`src/rtl/alu_ex.sv`:
```
// Execute-stage ALU with valid/ready on both sides; shifts run 1 bit per cycle.
// Define ALU_FAST_SHIFT_EN to swap in a single-cycle barrel shifter (SHIFT state removed).
//   state | meaning
//   IDLE  | empty, ready for an operation
//   SHIFT | iterative shift in progress (not present with ALU_FAST_SHIFT_EN)
//   DONE  | result held on result_out/cmp_out until out_ready
module alu_ex #(
    parameter int data_width  = 32,
    parameter int ALUop_width = 4,
    parameter int shamt_width = 5
) (
    input  logic                   clk,
    input  logic                   rst_n,
    input  logic                   flush,
    input  logic                   in_valid,
    output logic                   in_ready,
    input  logic [ALUop_width-1:0] ALUop_in,
    input  logic [data_width-1:0]  op_a,
    input  logic [data_width-1:0]  op_b,
    output logic                   out_valid,
    input  logic                   out_ready,
    output logic [data_width-1:0]  result_out,
    output logic                   cmp_out
);

    localparam logic [ALUop_width-1:0] ALU_add = ALUop_width'(0);
    localparam logic [ALUop_width-1:0] ALU_sub = ALUop_width'(1);
    localparam logic [ALUop_width-1:0] ALU_and = ALUop_width'(2);
    localparam logic [ALUop_width-1:0] ALU_or  = ALUop_width'(3);
    localparam logic [ALUop_width-1:0] ALU_xor = ALUop_width'(4);
    localparam logic [ALUop_width-1:0] ALU_sll = ALUop_width'(5);
    localparam logic [ALUop_width-1:0] ALU_srl = ALUop_width'(6);
    localparam logic [ALUop_width-1:0] ALU_sra = ALUop_width'(7);
    localparam logic [ALUop_width-1:0] ALU_eq  = ALUop_width'(8);
    localparam logic [ALUop_width-1:0] ALU_ne  = ALUop_width'(9);

`ifdef ALU_FAST_SHIFT_EN
    typedef enum logic [1:0] {IDLE = 2'd0, DONE = 2'd1} state_t;
`else
    typedef enum logic [1:0] {IDLE = 2'd0, DONE = 2'd1, SHIFT = 2'd2} state_t;
`endif

    state_t                  state_q, state_d;
    logic [data_width-1:0]   result_q, result_d;
    logic                    cmp_q, cmp_d;
    logic [shamt_width-1:0]  shamt;
    logic                    accept;
`ifndef ALU_FAST_SHIFT_EN
    logic [shamt_width-1:0]  count_q, count_d;
    logic [ALUop_width-1:0]  op_q, op_d;
`endif

    assign shamt      = op_b[shamt_width-1:0];
    assign in_ready   = rst_n && !flush &&
                        ((state_q == IDLE) || ((state_q == DONE) && out_ready));
    assign accept     = in_valid && in_ready;
    assign out_valid  = (state_q == DONE);
    assign result_out = result_q;
    assign cmp_out    = cmp_q;

    always_comb begin
        state_d  = state_q;
        result_d = result_q;
        cmp_d    = cmp_q;
`ifndef ALU_FAST_SHIFT_EN
        count_d  = count_q;
        op_d     = op_q;
`endif
        if (flush) begin
            state_d = IDLE;
            cmp_d   = 1'b0;
`ifndef ALU_FAST_SHIFT_EN
            count_d = '0;
`endif
        end else begin
            case (state_q)
                DONE: if (out_ready) state_d = IDLE;
`ifndef ALU_FAST_SHIFT_EN
                SHIFT: begin
                    case (op_q)
                        ALU_sll: result_d = {result_q[data_width-2:0], 1'b0};
                        ALU_srl: result_d = {1'b0, result_q[data_width-1:1]};
                        ALU_sra: result_d = {result_q[data_width-1], result_q[data_width-1:1]};
                        default: result_d = result_q;
                    endcase
                    count_d = count_q - shamt_width'(1);
                    if (count_q == shamt_width'(1)) state_d = DONE;
                end
`endif
                default: state_d = state_q;
            endcase

            // Accept overrides the DONE->IDLE exit so back-to-back ops have no bubble.
            if (accept) begin
                state_d = DONE;
                cmp_d   = 1'b0;
                case (ALUop_in)
                    ALU_add: result_d = op_a + op_b;
                    ALU_sub: result_d = op_a - op_b;
                    ALU_and: result_d = op_a & op_b;
                    ALU_or:  result_d = op_a | op_b;
                    ALU_xor: result_d = op_a ^ op_b;
                    ALU_eq: begin
                        cmp_d    = (op_a == op_b);
                        result_d = {{(data_width-1){1'b0}}, (op_a == op_b)};
                    end
                    ALU_ne: begin
                        cmp_d    = (op_a != op_b);
                        result_d = {{(data_width-1){1'b0}}, (op_a != op_b)};
                    end
`ifdef ALU_FAST_SHIFT_EN
                    ALU_sll: result_d = op_a << shamt;
                    ALU_srl: result_d = op_a >> shamt;
                    ALU_sra: result_d = $signed(op_a) >>> shamt;
`else
                    ALU_sll, ALU_srl, ALU_sra: begin
                        result_d = op_a;
                        count_d  = shamt;
                        op_d     = ALUop_in;
                        if (shamt != '0) state_d = SHIFT;
                    end
`endif
                    default: result_d = '0;
                endcase
            end
        end
    end

    always_ff @(posedge clk or negedge rst_n) begin
        if (!rst_n) begin
            state_q  <= IDLE;
            result_q <= '0;
            cmp_q    <= 1'b0;
`ifndef ALU_FAST_SHIFT_EN
            count_q  <= '0;
            op_q     <= ALU_add;
`endif
        end else begin
            state_q  <= state_d;
            result_q <= result_d;
            cmp_q    <= cmp_d;
`ifndef ALU_FAST_SHIFT_EN
            count_q  <= count_d;
            op_q     <= op_d;
`endif
        end
    end

endmodule

```
`config.mk`:
```
export PLATFORM = sky130hd
export DESIGN_NAME = alu_ex
export DESIGN_NICKNAME = d
export VERILOG_FILES = /design/src/rtl/alu_ex.sv
export SDC_FILE = /design/constraint.sdc
export NUM_CORES = 1
export LEC_CHECK = 0
export CORE_UTILIZATION = 50
export DETAILED_ROUTE_END_ITERATION = 6
export PLACE_DENSITY = 0.74
export SLEW_MARGIN = 40
export SYNTH_ARGS = -nofsm -noshare
export SYNTH_HDL_FRONTEND = slang
export SYNTH_SLANG_ARGS = --single-unit
```
`constraint.sdc`:
```
create_clock -name clk -period 4.3 [get_ports clk]
set_clock_uncertainty 0.15 [all_clocks]
set_input_delay 1.075 -clock clk [delete_from_list [all_inputs] [get_ports clk]]
set_output_delay 1.075 -clock clk [all_outputs]
set_load 0.01 [all_outputs]
```
==> Yosys cells after proc, flatten, opt, wreduce, memory -nomap -nowiden <==
Cells that the tools add are included.
{ "word_totals": {"reg_bits": 44, "in_bits": 73, "out_inout_bits": 35, "elab_cells": 70} }
{ "op_classes": {"addsub": 3, "n_eq_ne": 20, "mux": 18, "n_bitwise": 4, "reduce_logical": 19} }
{ "op_table": {"columns": ["operator", "count"], "rows": [
  ["one-hot mux 32 bit (8 select lines)", 1],
  ["one-hot mux 32 bit (3 select lines)", 1],
  ["two-way mux 32 bit", 2],
  ["adder 32 bit", 1],
  ["AND 32 bit", 1],
  ["equality test 32 bit", 1],
  ["!= test 32 bit", 1],
  ["bitwise OR 32 bit", 1],
  ["subtractor 32 bit", 1],
  ["XOR 32 bit", 1],
  ["equality test 4 x 3 -> 1 bit (second input constant)", 7],
  ["two-way mux 5 bit", 4],
  ["two-way mux 2 bit", 6],
  ["AND reduction 3 bit", 3],
  ["equality test 4 x 2 -> 1 bit (second input constant)", 2],
  ["equality test 4 bit (second input constant)", 2],
  ["nonzero test 4 bit", 2],
  ["equality test 5 x 1 -> 1 bit (second input constant)", 1],
  ["nonzero test 5 bit", 1],
  ["subtractor 5 x 1 -> 5 bit (second input constant)", 1],
  ["equality test 4 x 1 -> 1 bit (second input constant)", 1],
  ["logical AND 1 bit", 4],
  ["zero test 4 bit", 1],
  ["!= test 4 x 2 -> 1 bit (second input constant)", 1],
  ["15 further kinds", 17]
]} }

==> Logic depth before layout (Yosys ltp) <==
{ "logic_depth": {"ltp_word": 7, "ltp_mapped": 13, "ltp_nobuf": 13} }

==> Worst setup path before layout <==
No wires, ideal clock.
{ "synth_timing": {"kind": "in2reg", "startpoint": "input port op_a[0]", "endpoint": "register result_q[24], in the netlist result_out[24]", "setup_time_ns": 0.126, "arrival_ns": 3.379, "required_time_ns": 4.024, "setup_slack_ns": 0.645, "stages": 13, "path_buffers": 0, "path_cell_list": "inv_1 ha_1 inv_1 fa_1 nor2b_1 o21ai_1 a31oi_1 o21ai_2 o31ai_4 a211o_1 xnor2_1 o221ai_1 a221o_1"} }
{ "synth_between": {"elab_chain_cells": 3, "elab_cells_between_ends": 4, "classes_between": "add/sub (2); mux (2)"} }
{ "synth_lines": {"columns": ["item", "line_no", "rtl"], "rows": [
  ["start, declared", "18", "input logic [data_width-1:0] op_a,"],
  ["subtractor 32 bit / adder 32 bit (equally long branches)", "99, 98", null],
  ["one-hot mux 32 bit (8 select lines) *", "97", "case (ALUop_in)"],
  ["two-way mux 32 bit *", "94", "if (accept) begin"],
  ["end signal, assigned", "140", "result_q <= result_d;"],
  ["end, declared", "44", "logic [data_width-1:0] result_q, result_d;"]
]} }
Every way passes the cells marked *; elsewhere a longest branch is shown, timed or not.
A chain may end at the register's enable or synchronous reset.

==> Final worst setup path <==
{ "layout_timing": {"startpoint": "input port op_b[1]", "endpoint": "register result_q[27], in the netlist result_out[27]"} }
{ "layout_between": {"elab_chain_cells": 3, "elab_cells_between_ends": 4, "classes_between": "add/sub (2); mux (2)"} }
{ "layout_lines": {"columns": ["item", "line_no", "rtl"], "rows": [
  ["start, declared", "19", "input logic [data_width-1:0] op_b,"],
  ["subtractor 32 bit / adder 32 bit (equally long branches)", "99, 98", null],
  ["one-hot mux 32 bit (8 select lines) *", "97", null],
  ["two-way mux 32 bit *", "94", null]
]} }
Marked as above.

==> flow_metrics.py <==
metrics = {
    "synthesis": {
        "synth.most_common_cell": "a21oi_1",
        "ys_warn_count": 0,
        "synth_nets": 1305,
        "synth_common_cells": "113 x a21oi_1, 107 x nand2_1, 106 x ha_1, 101 x inv_1, 98 x nor2_1",
        "avgSynthCellArea_um2": 7.022,
        "ys_seq_area_share_pct": 13.95,
        "synth_top_area_cell": "ha_1",
        "synth_edf_count": 0,
        "synth_cell_types": 85,
        "ys_seq_elements": 44,
        "async_flop_share_pct": 100.0,
        "syn_inst": 1124,
        "yosys_most_used_dff": "dfrtp_1",
        "ys_top_cells_by_area": "ha_1 17%, dfrtp_1 14%, a21oi_1 7.2%, nand2_1 5.1%, inv_1 4.8%",
        "synth_top_cell_area_share_pct": 16.80,
        "syn_area_um2": 7893,
    },
    "critical_path": {
        "crit_arrival_ns": 4.22,
        "r2r-start": "state_q[0]$_DFFE_PN0P_",
        "path_max_fanout": 3,
        "criticalPathCategory": "in2reg",
        "critPathRequiredTime_ns": 4.39,
        "r2r_cells": 9,
        "start_kind": "primary input",
        "end_kind": "register",
        "rrSetupSlack_ns": 1.52,
        "r2r_end": "result_out[26]$_DFFE_PN0P_",
        "crit_start": "op_b[1]",
        "critPathCapture": "result_out[27]$_DFFE_PN0P_",
    },
    "run": {
        "cap_violations": 0,
    },
    "cts": {
        "hold_buffers": 0,
        "path_clk_slew_ns": 0.07,
        "post_cts_resized": 0,
        "post_cts_buffers": 0,
        "cts_htree_levels": 2,
        "cts_buffers": 5,
        "clockBufferDepth": 2,
        "clock_latency_ns": 0.30,
        "cts_tree": "done",
        "clock_sinks": 44,
        "root_buffer": "clkbuf_16",
    },
    "detailed_routing": {
        "highest-signal-layer": "met5",
        "met3WireLength_mm": 3.222,
        "vias": 9537,
        "wl_mm": 30.11,
        "routed_via_density": 6.250,
        "met1_length_mm": 13.43,
        "drc": 0,
        "met2_length_mm": 12.61,
        "dr.pass1.iters": 6,
        "detail-route-antenna-nets": 0,
        "drtIter0Drc": 1201,
        "wl_per_cell_um": 19.73,
    },
    "worst_hold_path": {
        "worstHoldPathType": "reg2reg",
    },
    "sta": {
        "post-route-period-util_pct": 96.17,
        "finalCriticalPeriod_ns": 4.136,
        "drv_slew": 0,
        "fmax_mhz": 241.8,
        "grt_setup_unrepaired": "false",
        "worstMarginPinSlew_ns": 0.8160,
        "hold_ws_ns": 0.3704,
        "slew_headroom_pct": 45.54,
        "setup_tns_ns": 0,
        "hold_viol": 0,
        "setup_viol": 0,
    },
    "floorplanning": {
        "rows": 45,
        "core_um2": 15310,
        "io_pins": 108,
        "die_h_um": 127.6,
        "initial_core_util_pct": 51.54,
        "dieArea_um2": 16290,
        "die_w_um": 127.6,
    },
    "place": {
        "gp_congestion": 1.025,
        "place_area_um2": 10040,
        "port_buffers": 107,
        "dp_hpwl_mm": 23.82,
    },
    "power_and_ir_drop": {
        "clock_power_share_pct": 17.8,
        "p_switching_mw": 1.130,
        "p_leak_nw": 4.616,
        "sw_frac_of_total_pct": 42.24,
        "vdd_drop_max_mv": 0.2016,
        "intPower_mw": 1.545,
        "p_comb_share_pct": 57.0,
        "finalPower_mw": 2.675,
        "seq_power_share_pct": 25.3,
        "powerDensity_nw_per_um2": 261.6,
    },
    "global_routing": {
        "grt_pass1_vias": 8658,
        "grt_overflow": 0,
        "grt_pass1_wl_mm": 46.82,
        "grt_max_degree": 45,
        "antenna_found_initial": 1,
        "grt_usage_pct": 36.73,
    },
    "layout": {
        "nNetsFinal": 1495,
        "finalInstanceArea_um2": 10220,
        "antenna_cells_inserted": 0,
        "drive_above_1_share_pct": 14.30,
        "utilization_pct": 66.76,
        "syn_to_final_growth_pct": 29.55,
    },
    "outcome": {
        "status": "completed",
    },
}
registers in the layout (all words and copies together) (netlist names):
signal      flops
result_out     32
count_q         5
op_q            4
state_q         2
cmp_out         1
critical path, stage by stage:
cell	delay, ns
clkdlybuf4s50_1	0.52
inv_1	0.08
ha_1	0.29
a211oi_1	0.40
buf_4	0.18
nor4b_1	0.04
nor4_1	0.28
nor2_1	0.12
o31ai_2	0.36
nand2_1	0.12
a2111oi_0	0.57
o21a_1	0.17
power by group through the flow:
| stage | Sequential [mW] | Clock (mW) | Combinational (mW) |
|---|---|---|---|
| after global routing | 0.685 | 0.493 | 1.65 |
| final | 0.675 | 0.475 | 1.52 |
| after global placement | 0.670 | 0 | 1.47 |
| after floorplan | 0.674 | 0 | 0.779 |
| after CTS | 0.666 | 0.476 | 1.50 |
| after detailed placement | 0.674 | 0 | 1.49 |
placed cells by master, fill, tap and decap left out, types with 21 or more instances in the layout:
cell	Yosys	layout
a21oi_1	113	113
buf_4	3	148
clkdlybuf4s50_1	0	106
dfrtp_1	44	44
ha_1	106	106
inv_1	101	101
nand2_1	107	107
nand3_1	21	21
nor2_1	98	96
nor3_1	43	43
o21ai_0	74	74
layout make-up:
cell class | count | area [um^2]
Tap cell | 211 | 264.0
Clock inverter | 1 | 30.03
Clock buffer | 7 | 152.6
Inverter | 104 | 390.4
Timing Repair Buffer | 255 | 2177
Fill cell | 1371 | 5090
Sequential cell | 44 | 1101
Multi-Input combinational cell | 904 | 6110
worst min path at each step:
stage,startpoint,depth (start not counted),end
4_1_cts,op_q[2]$_DFFE_PN0P_,1,op_q[2]$_DFFE_PN0P_
3_5_place_dp,cmp_out$_DFFE_PN0P_,2,cmp_out$_DFFE_PN0P_
5_1_grt,op_q[2]$_DFFE_PN0P_,1,op_q[2]$_DFFE_PN0P_
3_3_place_gp,op_q[2]$_DFFE_PN0P_,1,op_q[2]$_DFFE_PN0P_
2_1_floorplan,op_q[2]$_DFFE_PN0P_,1,op_q[2]$_DFFE_PN0P_
6_report,op_q[2]$_DFFE_PN0P_,1,op_q[2]$_DFFE_PN0P_
stage by stage:
| stage | setup WS, ns | std cells |
|---|---|---|
| 6_report | 0.1645 | 1526 |
| 4_1_cts | 0.2061 | 1526 |
| 3_5_place_dp | -0.07160 | 1518 |
| 5_1_grt | 0.009160 | 1526 |
| 3_3_place_gp | 0.0006808 | 1518 |
| 2_1_floorplan | 0.6451 | 1124 |
routing by layer:
metal,vias up,global-route usage [%]
li1,4473,-
met1,4400,52.01
met2,587,55.99
met3,75,7.705
met4,2,10.45
met5,-,0
cell families after synthesis:
| logic type | Yosys count | synth area share (%) |
|---|---|---|
| mux | 18 | 2.346 |
| buf+inv | 176 | 8.830 |
| flops | 44 | 13.95 |
| simple gates | 356 | 21.48 |
| fa+ha+maj | 108 | 17.31 |
| compound gates | 404 | 34.08 |
| xor+xnor | 18 | 1.998 |
No activity file was read; power rests on OpenSTA's default activity.
